--- config.mk ---
export PLATFORM = sky130hd
export DESIGN_NAME = i2s_rx
export DESIGN_NICKNAME = d
export VERILOG_FILES = /design/src/rtl/i2s_pkg.sv /design/src/rtl/sync_edge.sv /design/src/rtl/i2s_rx.sv
export SDC_FILE = /design/constraint.sdc
export NUM_CORES = 1
export LEC_CHECK = 0
export ABC_AREA = 1
export CAP_MARGIN = 20
export CORE_MARGIN = 2
export CORE_UTILIZATION = 55
export CTS_BUF_LIST = sky130_fd_sc_hd__clkbuf_16
export CTS_CLUSTER_SIZE = 40
export DETAILED_ROUTE_END_ITERATION = 8
export PLACE_DENSITY_LB_ADDON = 0.2
export SLEW_MARGIN = 40
export SYNTH_ARGS = -nofsm -noshare
export SYNTH_HDL_FRONTEND = slang
export SYNTH_HIERARCHICAL = 1
export SYNTH_SLANG_ARGS = --single-unit
--- constraint.sdc ---
create_clock -name clk -period 2.55 [get_ports clk]
set_input_delay 0.255 -clock clk [delete_from_list [all_inputs] [get_ports clk]]
set_output_delay 0.255 -clock clk [all_outputs]
set_load 0.005 [all_outputs]
--- src/rtl/i2s_pkg.sv ---
// ---------------------------------------------------------------------------
// i2s_pkg
//   Shared definitions for the I2S receiver:
//     - default sample width and synchronizer depth
//     - register-map addresses for the 3-bit host address bus
//     - status bit positions in the status register
//     - receive FSM state encoding
// ---------------------------------------------------------------------------
package i2s_pkg;

    localparam int WIDTH_DEF = 16;
    localparam int SYNC_DEF  = 2;

    // Host register map
    localparam logic [2:0] ADDR_LL   = 3'd0;  // left  [7:0]  (reading also snapshots the pair)
    localparam logic [2:0] ADDR_LH   = 3'd1;  // left  [15:8] from snapshot
    localparam logic [2:0] ADDR_RL   = 3'd2;  // right [7:0]  from snapshot
    localparam logic [2:0] ADDR_RH   = 3'd3;  // right [15:8] from snapshot
    localparam logic [2:0] ADDR_STAT = 3'd4;  // {6'b0, short_err, pair_ready}

    // Status register bit positions
    localparam int STAT_PAIR  = 0;
    localparam int STAT_SHORT = 1;

    // Receive FSM
    typedef enum logic [1:0] {
        ST_ALIGN = 2'd0,  // waiting for the first word-select edge
        ST_DELAY = 2'd1,  // dropping the one-bit I2S delay slot
        ST_SHIFT = 2'd2,  // shifting in sample bits MSB first
        ST_SKIP  = 2'd3   // ignoring slot bits beyond the sample width
    } state_t;

endpackage

--- src/rtl/sync_edge.sv ---
// ---------------------------------------------------------------------------
// sync_edge
//   Brings an asynchronous 1-bit input into the clk domain through
//   SYNC_STAGES flops, followed by one edge register. The edge register
//   output is the delay-matched level; toggle flags the cycle in which the
//   synchronized value differs from it (the new value is ~level).
//
// Ports
//   clk     in   system clock, rising edge
//   reset   in   asynchronous active-low reset, clears the whole chain
//   din     in   asynchronous input
//   level   out  synchronized value after SYNC_STAGES+1 flops
//   toggle  out  one-clk pulse on any transition of din
// ---------------------------------------------------------------------------
module sync_edge
    import i2s_pkg::*;
#(
    parameter int SYNC_STAGES = SYNC_DEF
) (
    input  logic clk,
    input  logic reset,
    input  logic din,
    output logic level,
    output logic toggle
);

    // chain[SYNC_STAGES-1:0] are the synchronizer flops, chain[SYNC_STAGES]
    // is the edge register.
    logic [SYNC_STAGES:0] chain;

    always_ff @(posedge clk or negedge reset) begin
        if (!reset) begin
            chain <= '0;
        end else begin
            chain <= {chain[SYNC_STAGES-1:0], din};
        end
    end

    assign level  = chain[SYNC_STAGES];
    assign toggle = chain[SYNC_STAGES] ^ chain[SYNC_STAGES-1];

endmodule

--- src/rtl/i2s_rx.sv ---
// ---------------------------------------------------------------------------
// i2s_rx
//   I2S receiver with a small host register interface. The bit clock, word
//   select and data are oversampled by clk; bits are taken on detected sck
//   rising edges. A left word followed by a right word in the same frame
//   updates left/right and pulses valid.
//
// Ports
//   clk    in   system clock, rising edge
//   reset  in   asynchronous active-low reset
//   sck    in   I2S bit clock
//   lrck   in   word select, 0 = left, 1 = right
//   sd     in   serial data, MSB first
//   left   out  last complete left sample
//   right  out  last complete right sample
//   valid  out  one-clk pulse when a new left/right pair is present
//   A      in   register address
//   din    in   register write data
//   wd     in   register write strobe (one clk)
//   dout   out  register read data, combinational from A
// ---------------------------------------------------------------------------
module i2s_rx
    import i2s_pkg::*;
#(
    parameter int WIDTH       = WIDTH_DEF,
    parameter int SYNC_STAGES = SYNC_DEF
) (
    input  logic             clk,
    input  logic             reset,
    input  logic             sck,
    input  logic             lrck,
    input  logic             sd,
    output logic [WIDTH-1:0] left,
    output logic [WIDTH-1:0] right,
    output logic             valid,
    input  logic [2:0]       A,
    input  logic [7:0]       din,
    input  logic             wd,
    output logic [7:0]       dout
);

    localparam int CNT_W = (WIDTH > 1) ? $clog2(WIDTH) : 1;
    localparam logic [CNT_W-1:0] LAST_BIT = CNT_W'(WIDTH - 1);

    // ---------------- input synchronization ----------------
    logic sck_lvl, sck_tgl;
    logic lr_lvl, lr_tgl;
    logic [SYNC_STAGES:0] sd_chain;
    logic sd_bit;
    logic sck_rise;
    logic lr_edge;
    logic lr_new;

    sync_edge #(.SYNC_STAGES(SYNC_STAGES)) u_sync_sck (
        .clk    (clk),
        .reset  (reset),
        .din    (sck),
        .level  (sck_lvl),
        .toggle (sck_tgl)
    );

    sync_edge #(.SYNC_STAGES(SYNC_STAGES)) u_sync_lrck (
        .clk    (clk),
        .reset  (reset),
        .din    (lrck),
        .level  (lr_lvl),
        .toggle (lr_tgl)
    );

    // sd gets the same SYNC_STAGES+1 depth as the edge-register outputs of
    // sck/lrck, so on a detected sck rise sd_bit is the data value that was
    // present just before sck went high.
    always_ff @(posedge clk or negedge reset) begin
        if (!reset) begin
            sd_chain <= '0;
        end else begin
            sd_chain <= {sd_chain[SYNC_STAGES-1:0], sd};
        end
    end

    assign sd_bit   = sd_chain[SYNC_STAGES];
    assign sck_rise = sck_tgl & ~sck_lvl;
    assign lr_edge  = lr_tgl;
    assign lr_new   = ~lr_lvl;   // word-select value after the edge

    // ---------------- receive FSM ----------------
    state_t state, state_nxt;
    logic [CNT_W-1:0] bit_cnt;
    logic shift_en, word_done, short_evt, cnt_clr;

    always_ff @(posedge clk or negedge reset) begin
        if (!reset) begin
            state <= ST_ALIGN;
        end else begin
            state <= state_nxt;
        end
    end

    // A word-select edge always wins over an sck rise in the same clk.
    always_comb begin
        state_nxt = state;
        case (state)
            ST_ALIGN: begin
                if (lr_edge) state_nxt = ST_DELAY;
            end
            ST_DELAY: begin
                if (!lr_edge && sck_rise) state_nxt = ST_SHIFT;
            end
            ST_SHIFT: begin
                if (lr_edge)
                    state_nxt = ST_DELAY;
                else if (sck_rise && bit_cnt == LAST_BIT)
                    state_nxt = ST_SKIP;
            end
            ST_SKIP: begin
                if (lr_edge) state_nxt = ST_DELAY;
            end
            default: state_nxt = ST_ALIGN;
        endcase
    end

    always_comb begin
        cnt_clr   = (state == ST_DELAY) && !lr_edge && sck_rise;
        shift_en  = (state == ST_SHIFT) && !lr_edge && sck_rise;
        word_done = shift_en && (bit_cnt == LAST_BIT);
        short_evt = (state == ST_SHIFT) && lr_edge;
    end

    // ---------------- word assembly and pairing ----------------
    // Only WIDTH-1 bits are stored: the final bit is appended on the fly
    // when the word completes.
    logic [WIDTH-2:0] shreg;
    logic [WIDTH-1:0] word;
    logic [WIDTH-1:0] left_hold;
    logic             chan;      // channel of the current slot, 1 = right
    logic             left_got;  // a left word completed in this frame

    assign word = {shreg, sd_bit};

    always_ff @(posedge clk or negedge reset) begin
        if (!reset) begin
            bit_cnt   <= '0;
            shreg     <= '0;
            left_hold <= '0;
            chan      <= 1'b0;
            left_got  <= 1'b0;
            left      <= '0;
            right     <= '0;
            valid     <= 1'b0;
        end else begin
            valid <= 1'b0;

            // A new left slot starts a new frame.
            if (lr_edge) begin
                chan <= lr_new;
                if (!lr_new) left_got <= 1'b0;
            end

            if (cnt_clr)
                bit_cnt <= '0;
            else if (shift_en)
                bit_cnt <= bit_cnt + CNT_W'(1);

            if (shift_en) shreg <= word[WIDTH-2:0];

            if (word_done) begin
                if (!chan) begin
                    left_hold <= word;
                    left_got  <= 1'b1;
                end else if (left_got) begin
                    left     <= left_hold;
                    right    <= word;
                    valid    <= 1'b1;
                    left_got <= 1'b0;
                end
            end
        end
    end

    // ---------------- host registers ----------------
    logic        pair_ready, short_err;
    logic [1:0]  clr;
    logic [15:0] left_v, right_v;
    logic [7:0]  snap_lh;
    logic [15:0] snap_r;
    logic        unused_din;

    assign clr        = (wd && A == ADDR_STAT) ? din[1:0] : 2'b00;
    assign unused_din = ^din[7:2];
    assign left_v     = 16'(left);
    assign right_v    = 16'(right);

    // Set has priority over a clear landing in the same clk.
    always_ff @(posedge clk or negedge reset) begin
        if (!reset) begin
            pair_ready <= 1'b0;
            short_err  <= 1'b0;
        end else begin
            pair_ready <= valid     | (pair_ready & ~clr[STAT_PAIR]);
            short_err  <= short_evt | (short_err  & ~clr[STAT_SHORT]);
        end
    end

    // Reading the low left byte freezes the rest of the pair so a multi-byte
    // read stays coherent across a new valid.
    always_ff @(posedge clk or negedge reset) begin
        if (!reset) begin
            snap_lh <= '0;
            snap_r  <= '0;
        end else if (A == ADDR_LL) begin
            snap_lh <= left_v[15:8];
            snap_r  <= right_v;
        end
    end

    always_comb begin
        dout = 8'h00;
        case (A)
            ADDR_LL:   dout = left_v[7:0];
            ADDR_LH:   dout = snap_lh;
            ADDR_RL:   dout = snap_r[7:0];
            ADDR_RH:   dout = snap_r[15:8];
            ADDR_STAT: dout = {6'b0, short_err, pair_ready};
            default:   dout = 8'h00;
        endcase
    end

endmodule

==> impl_metrics.yaml, run 1 <==
die:
  coreArea_um2: 7730
  fp.dieH_um: 93.2
  row_count: 32
  die_width_um: 93.2
  io_pins: 58
  start_util_pct: 56.7
  die_area_um2: 8690
global_route:
  antenna_found_initial: 0
  grt_pass1_vias: 3179
  grtUsageTotal_pct: 23.1
  grt_pass1_wl_um: 15600
  grt_max_degree: 59
  grt-ovfl-total: 0
clocking:
  hold_buffers: 0
  cts.sinks: 107
  cts_made_buffers: 9
  clock_latency_ps: 340
  cts.repair.resized: 0
  h-tree-depth: 3
  cts_root_buffer: "clkbuf_16"
  cts_setup_buffers: 0
  cts_buffer_depth: 2
  clk_pin_slew_ps: 70
  cts_tree: "yes"
routing:
  route.detailed.drc: 0
  wl_per_cell_um: 14.3
  drt_pass1_iterations: 4
  wl_um: 9120
  drtIter0Drc: 179
  detail-route-antenna-nets: 0
  vias_per_cell: 5.10
  via_count: 3255
setup_path:
  cp_max_fo: 21
  critPathKind: "in -> out"
  startpoint_type: "input pin"
  crit_required_ps: 2300
  critPathCaptureType: "output pin"
  r2r_slack_ps: 560
  cp.arrival_ps: 2020
placed_design:
  pre_cts_slack_ps: 286
  place_hpwl_um: 6410
  place_inst: 622
  place_congestion: 0.853
  placement.io_buffers: 51
power_and_ir_drop:
  power.total_uw: 3540
  leakage_uw: 0.00265
  p_per_area_nw_per_um2: 674
  ir_drop_uv: 410
sta:
  setup_ws_ps: 273
  tightest_slew_ps: 740
  finalCriticalPeriod_ps: 2280
  fin_worst_hold_slack_ps: -35.1
  clock-skew-final_ps: 10.1
  min_period_over_period_pct: 89.3
  hold_viol: 17
  slew_viol_final: 0
  rsz0062_at_grt: "no"
  relSlewSlack_pct: 50.7
  setup_viol: 0
  fin_tns_setup_ps: 0
  max_freq_mhz: 439
status:
  outcome: "complete, but fails checks"
  violations: "negative hold slack"
synthesis:
  avgSynthCellArea_um2: 9.10
  yosys.area.top_type: "dfrtp_1"
  yosys.cell_types.count: 27
  ys_seq_area_share_pct: 61.1
  synth_ff_type: "dfrtp_1"
  syn-cell-area_um2: 4380
  synthCells: 481
  async_flop_share_pct: 100
  yosys_warnings: 6
  ys_ff_latch: 107
  synth-edff-count: 0
  synth.top_cell.area_share_pct: 61.1
  synth_area_leaders: "dfrtp_1 (61%), nand2_1 (18%), o21ai_0 (5.0%), inv_1 (3.4%), nand4_1 (1.7%)"
  syn_nets: 501
layout:
  antenna_cells: 0
  layout-drive-gt1-share_pct: 7.09
  final_cells: 638
  layout_commonest_cell: "nand2_1"
  mostFrequentLayoutCells: "nand2_1 (215), dfrtp_1 (107), clkdlybuf4s50_1 (50), o21ai_0 (44), inv_1 (40)"
  layout.nets: 551
  area_delta_synth_final_pct: 19.8
job:
  cap_violations: 0
worst_hold_path:
  hp-class: "in -> async"
==> sequential cells by signal, summed over array words and instances (netlist names), 2 cells and up <==
signal / flops
u_sync_sck/chain: 3
left_hold: 16
snap_r: 16
state: 2
bit_cnt: 4
sd_chain: 3
u_sync_lrck/chain: 3
shreg: 15
snap_lh: 8
right: 16
left: 16
==> power by group <==
part	total, µW	leakage [µW]	internal, µW	switching (µW)
clock network	1370	0.000140	766	608
logic	357	0.00105	120	238
registers	1810	0.00146	1770	40.1
==> area by class of cell <==
cell class / instances / area, µm²
Sequential cell: 107 / 2680
Fill cell: 604 / 2480
Multi-Input combinational cell: 313 / 1420
Timing Repair Buffer: 57 / 566
Clock buffer: 9 / 225
Inverter: 43 / 161
Tap cell: 102 / 128
Clock inverter: 7 / 75.1
==> path summary, 6_finish.rpt <==
path                                      from                  end  depth (start not counted)
min in group clk                            sd          sd_chain[0]                          1
max in group asynchronous                reset             right[7]                          2
hold reg to reg            u_sync_sck/chain[0]  u_sync_sck/chain[1]                          0
setup / recovery                          A[1]              dout[3]                          7
hold / removal                           reset             left[14]                          1
setup reg to reg                      state[0]        left_hold[15]                          7
==> synthesized netlist by cell type, types with 4 or more instances <==
library cell,instances
o21ai_2,6
buf_6,5
dfrtp_1,107
nand2_1,215
buf_2,6
inv_1,40
o21ai_1,4
nand3_1,13
o21ai_0,44
nand4_1,12
==> cells by family (layout without fill, tap and decap cells) <==
family                   after synthesis  in the layout  synth area share [%]
AND/OR/NAND/NOR                      250            250                  23.9
flip-flops                           107            107                  61.1
buffers and inverters                 61            116                  6.54
AO/OA/AOI/OAI                         60             60                  7.54
adder cells (fa/ha/maj)                3              3                 0.857
==> critical path: stages <==
cell and delay [ps]:
clkdlybuf4s50_1 460, nor2_2 230, nand2_2 80, inv_2 270, nand2_1 110, nand4_1 110
clkdlybuf4s50_1 500
==> metal layers <==
layer	vias to the layer above	share of wire (%)	routed length [µm]	track usage, %
met5	-	0	0	0
met4	0	2.9	268	9.19
met3	16	4.4	403	3.87
met2	77	47	4240	34.5
met1	1553	46	4210	34.0
li1	1609	-	-	-
==> per-stage QoR <==
stage          utilization [%]  area, µm²
2_1_floorplan                -       4380
3_3_place_gp              64.0       4950
3_5_place_dp              64.0       4950
4_1_cts                   67.9       5250
5_1_grt                   67.9       5250
6_report                  67.9       5250
No activity file was read; power rests on OpenSTA's default activity.
==> inputs of run 2 (changes only) <==
==> constraint.sdc (replaced) <==
create_clock -name clk -period 2.55 [get_ports clk]
set_input_delay 0.255 -clock clk [delete_from_list [all_inputs] [get_ports clk]]
set_output_delay 0.255 -clock clk [all_outputs]
set_load 0.1 [all_outputs]
==> run 2 against run 1 <==
  * The flow now finishes without violations
  * Combinational power up 1%
  * Total power shrank 2.7%
  * Maximum frequency rose by 11%
  * Critical path type unchanged
  * Largest cell class unchanged
==> impl_metrics.yaml, run 2 (synthesis gave the netlist of run 1 again) <==
global_route:
  antenna_found_initial: 0
  grt_pass1_wl_um: 15400
  grt_max_degree: 62
  grt_pass1_vias: 3192
  grtUsageTotal_pct: 22.9
  grt-ovfl-total: 0
setup_path:
  crit_required_ps: 2300
  critPathCaptureType: "output pin"
  path_cells: "clkdlybuf4s50_1 > nor2_2 > nand2_2 > inv_2 > nand2_1 > nand4_1 > buf_12"
  cp_slowest_cell: "clkdlybuf4s50_1"
  slowest_delay_ps: 460
  critPathKind: "in -> out"
  r2r_slack_ps: 530
  startpoint_type: "input pin"
  cp.arrival_ps: 1790
  cp_max_fo: 21
power_and_ir_drop:
  power.total_uw: 3440
  p_per_area_nw_per_um2: 659
  ir_drop_uv: 357
  leakage_uw: 0.00275
clocking:
  cts.sinks: 107
  cts_root_buffer: "clkbuf_16"
  h-tree-depth: 3
  cts_buffer_depth: 2
  cts_made_buffers: 9
  cts_tree: "yes"
  clk_pin_slew_ps: 70
  clock_latency_ps: 340
die:
  io_pins: 58
  start_util_pct: 56.7
  row_count: 32
  coreArea_um2: 7730
  fp.dieH_um: 93.2
  die_area_um2: 8690
  die_width_um: 93.2
worst_hold_path:
  hp-class: "reg -> reg"
status:
  outcome: "complete, no violations"
layout:
  layout.nets: 551
  layout-drive-gt1-share_pct: 14.6
  design_area_um2: 5220
  mostFrequentLayoutCells: "nand2_1 (215), dfrtp_1 (107), o21ai_0 (44), inv_1 (40), buf_4 (38)"
  nFillCells: 642
  layout_commonest_cell: "nand2_1"
  multi_input_area_um2: 1420
  antenna_cells: 0
  post-route-util_pct: 67.6
  area_delta_synth_final_pct: 19.3
  seqCellArea_um2: 2680
placed_design:
  placement.io_buffers: 51
  place_congestion: 0.888
  dpl-instance-area_um2: 4940
  place_hpwl_um: 6430
sta:
  min_period_over_period_pct: 80.1
  relSlewSlack_pct: 60.0
  fin_worst_hold_slack_ps: 348
  slew_viol_final: 0
  clock-skew-final_ps: 8.14
  setup_viol: 0
  tightest_slew_ps: 600
  hold_viol: 0
  fin_tns_setup_ps: 0
  max_freq_mhz: 490
  rsz0062_at_grt: "no"
  finalCriticalPeriod_ps: 2040
routing:
  wl_per_cell_um: 14.2
  drt_pass1_iterations: 5
  via_count: 3260
  wl_um: 9070
  route.detailed.drc: 0
  detail-route-antenna-nets: 0
  drtIter0Drc: 185
  vias_per_cell: 5.11
job:
  cap_violations: 0
run 2: changes by cell type in the layout (fill, tap and decap cells not counted):
cell	change
clkdlybuf4s50_1	-41
buf_4	+32
buf_12	+8
bufinv_16	-1
clkinv_2	+1
clkinv_4	+1
clkinvlp_4	-1
dlygate4sd3_1	+1
run 2: power breakdown:
part / total, µW / switching (µW) / internal, µW
clock network: 1270 / 605 / 667
logic: 361 / 239 / 122
registers: 1810 / 44.1 / 1770
total: 3440 / 887 / 2560
run 2: final cells by class:
| cell class | instances | area share [%] |
|---|---|---|
| clock buffer | 9 | 4.31 |
| clock inverter | 7 | 0.982 |
| inverter | 43 | 3.09 |
| multi-input combinational | 313 | 27.1 |
| sequential | 107 | 51.3 |
| tap | 102 | 2.44 |
| timing repair buffer | 57 | 10.8 |
run 2: worst paths after layout:
path / start / endpoint / cells after the start
worst max-delay path: A[1] / dout[7] / 7
worst min-delay path: sd_chain[1] / sd_chain[2] / 0
worst max register to register: state[0] / left_hold[4] / 8
worst min register to register: sd_chain[1] / sd_chain[2] / 0
max in group asynchronous: reset / state[1] / 3
min in group asynchronous: reset / snap_lh[5] / 2
run 2: layer usage:
metal / wire length, µm / vias up / GRT usage, % / part of all wire (%)
li1: - / 1616 / - / -
met1: 4170 / 1544 / 33.4 / 46
met2: 4130 / 79 / 33.8 / 46
met3: 445 / 21 / 3.30 / 4.9
met4: 322 / 0 / 11.5 / 3.6
met5: 0 / - / 0 / 0
run 2: repair_timing:
action,in CTS,in global routing
endpoints found under the setup margin,0,0
gates resized for setup,0,0
endpoints found under the hold margin,46,0
setup buffers,0,0
hold buffers,1,0
run 2: through the flow:
stage,setup slack (ps),std cells
floorplan,458,481
global placement,565,621
detailed placement,511,621
CTS,495,638
global route,333,638
finish,507,638
run 2: worst max-delay path, delay by kind of cell:
family / cells / cell delay (ps)
buffers and inverters: 3 / 940
AND/OR/NAND/NOR: 4 / 600
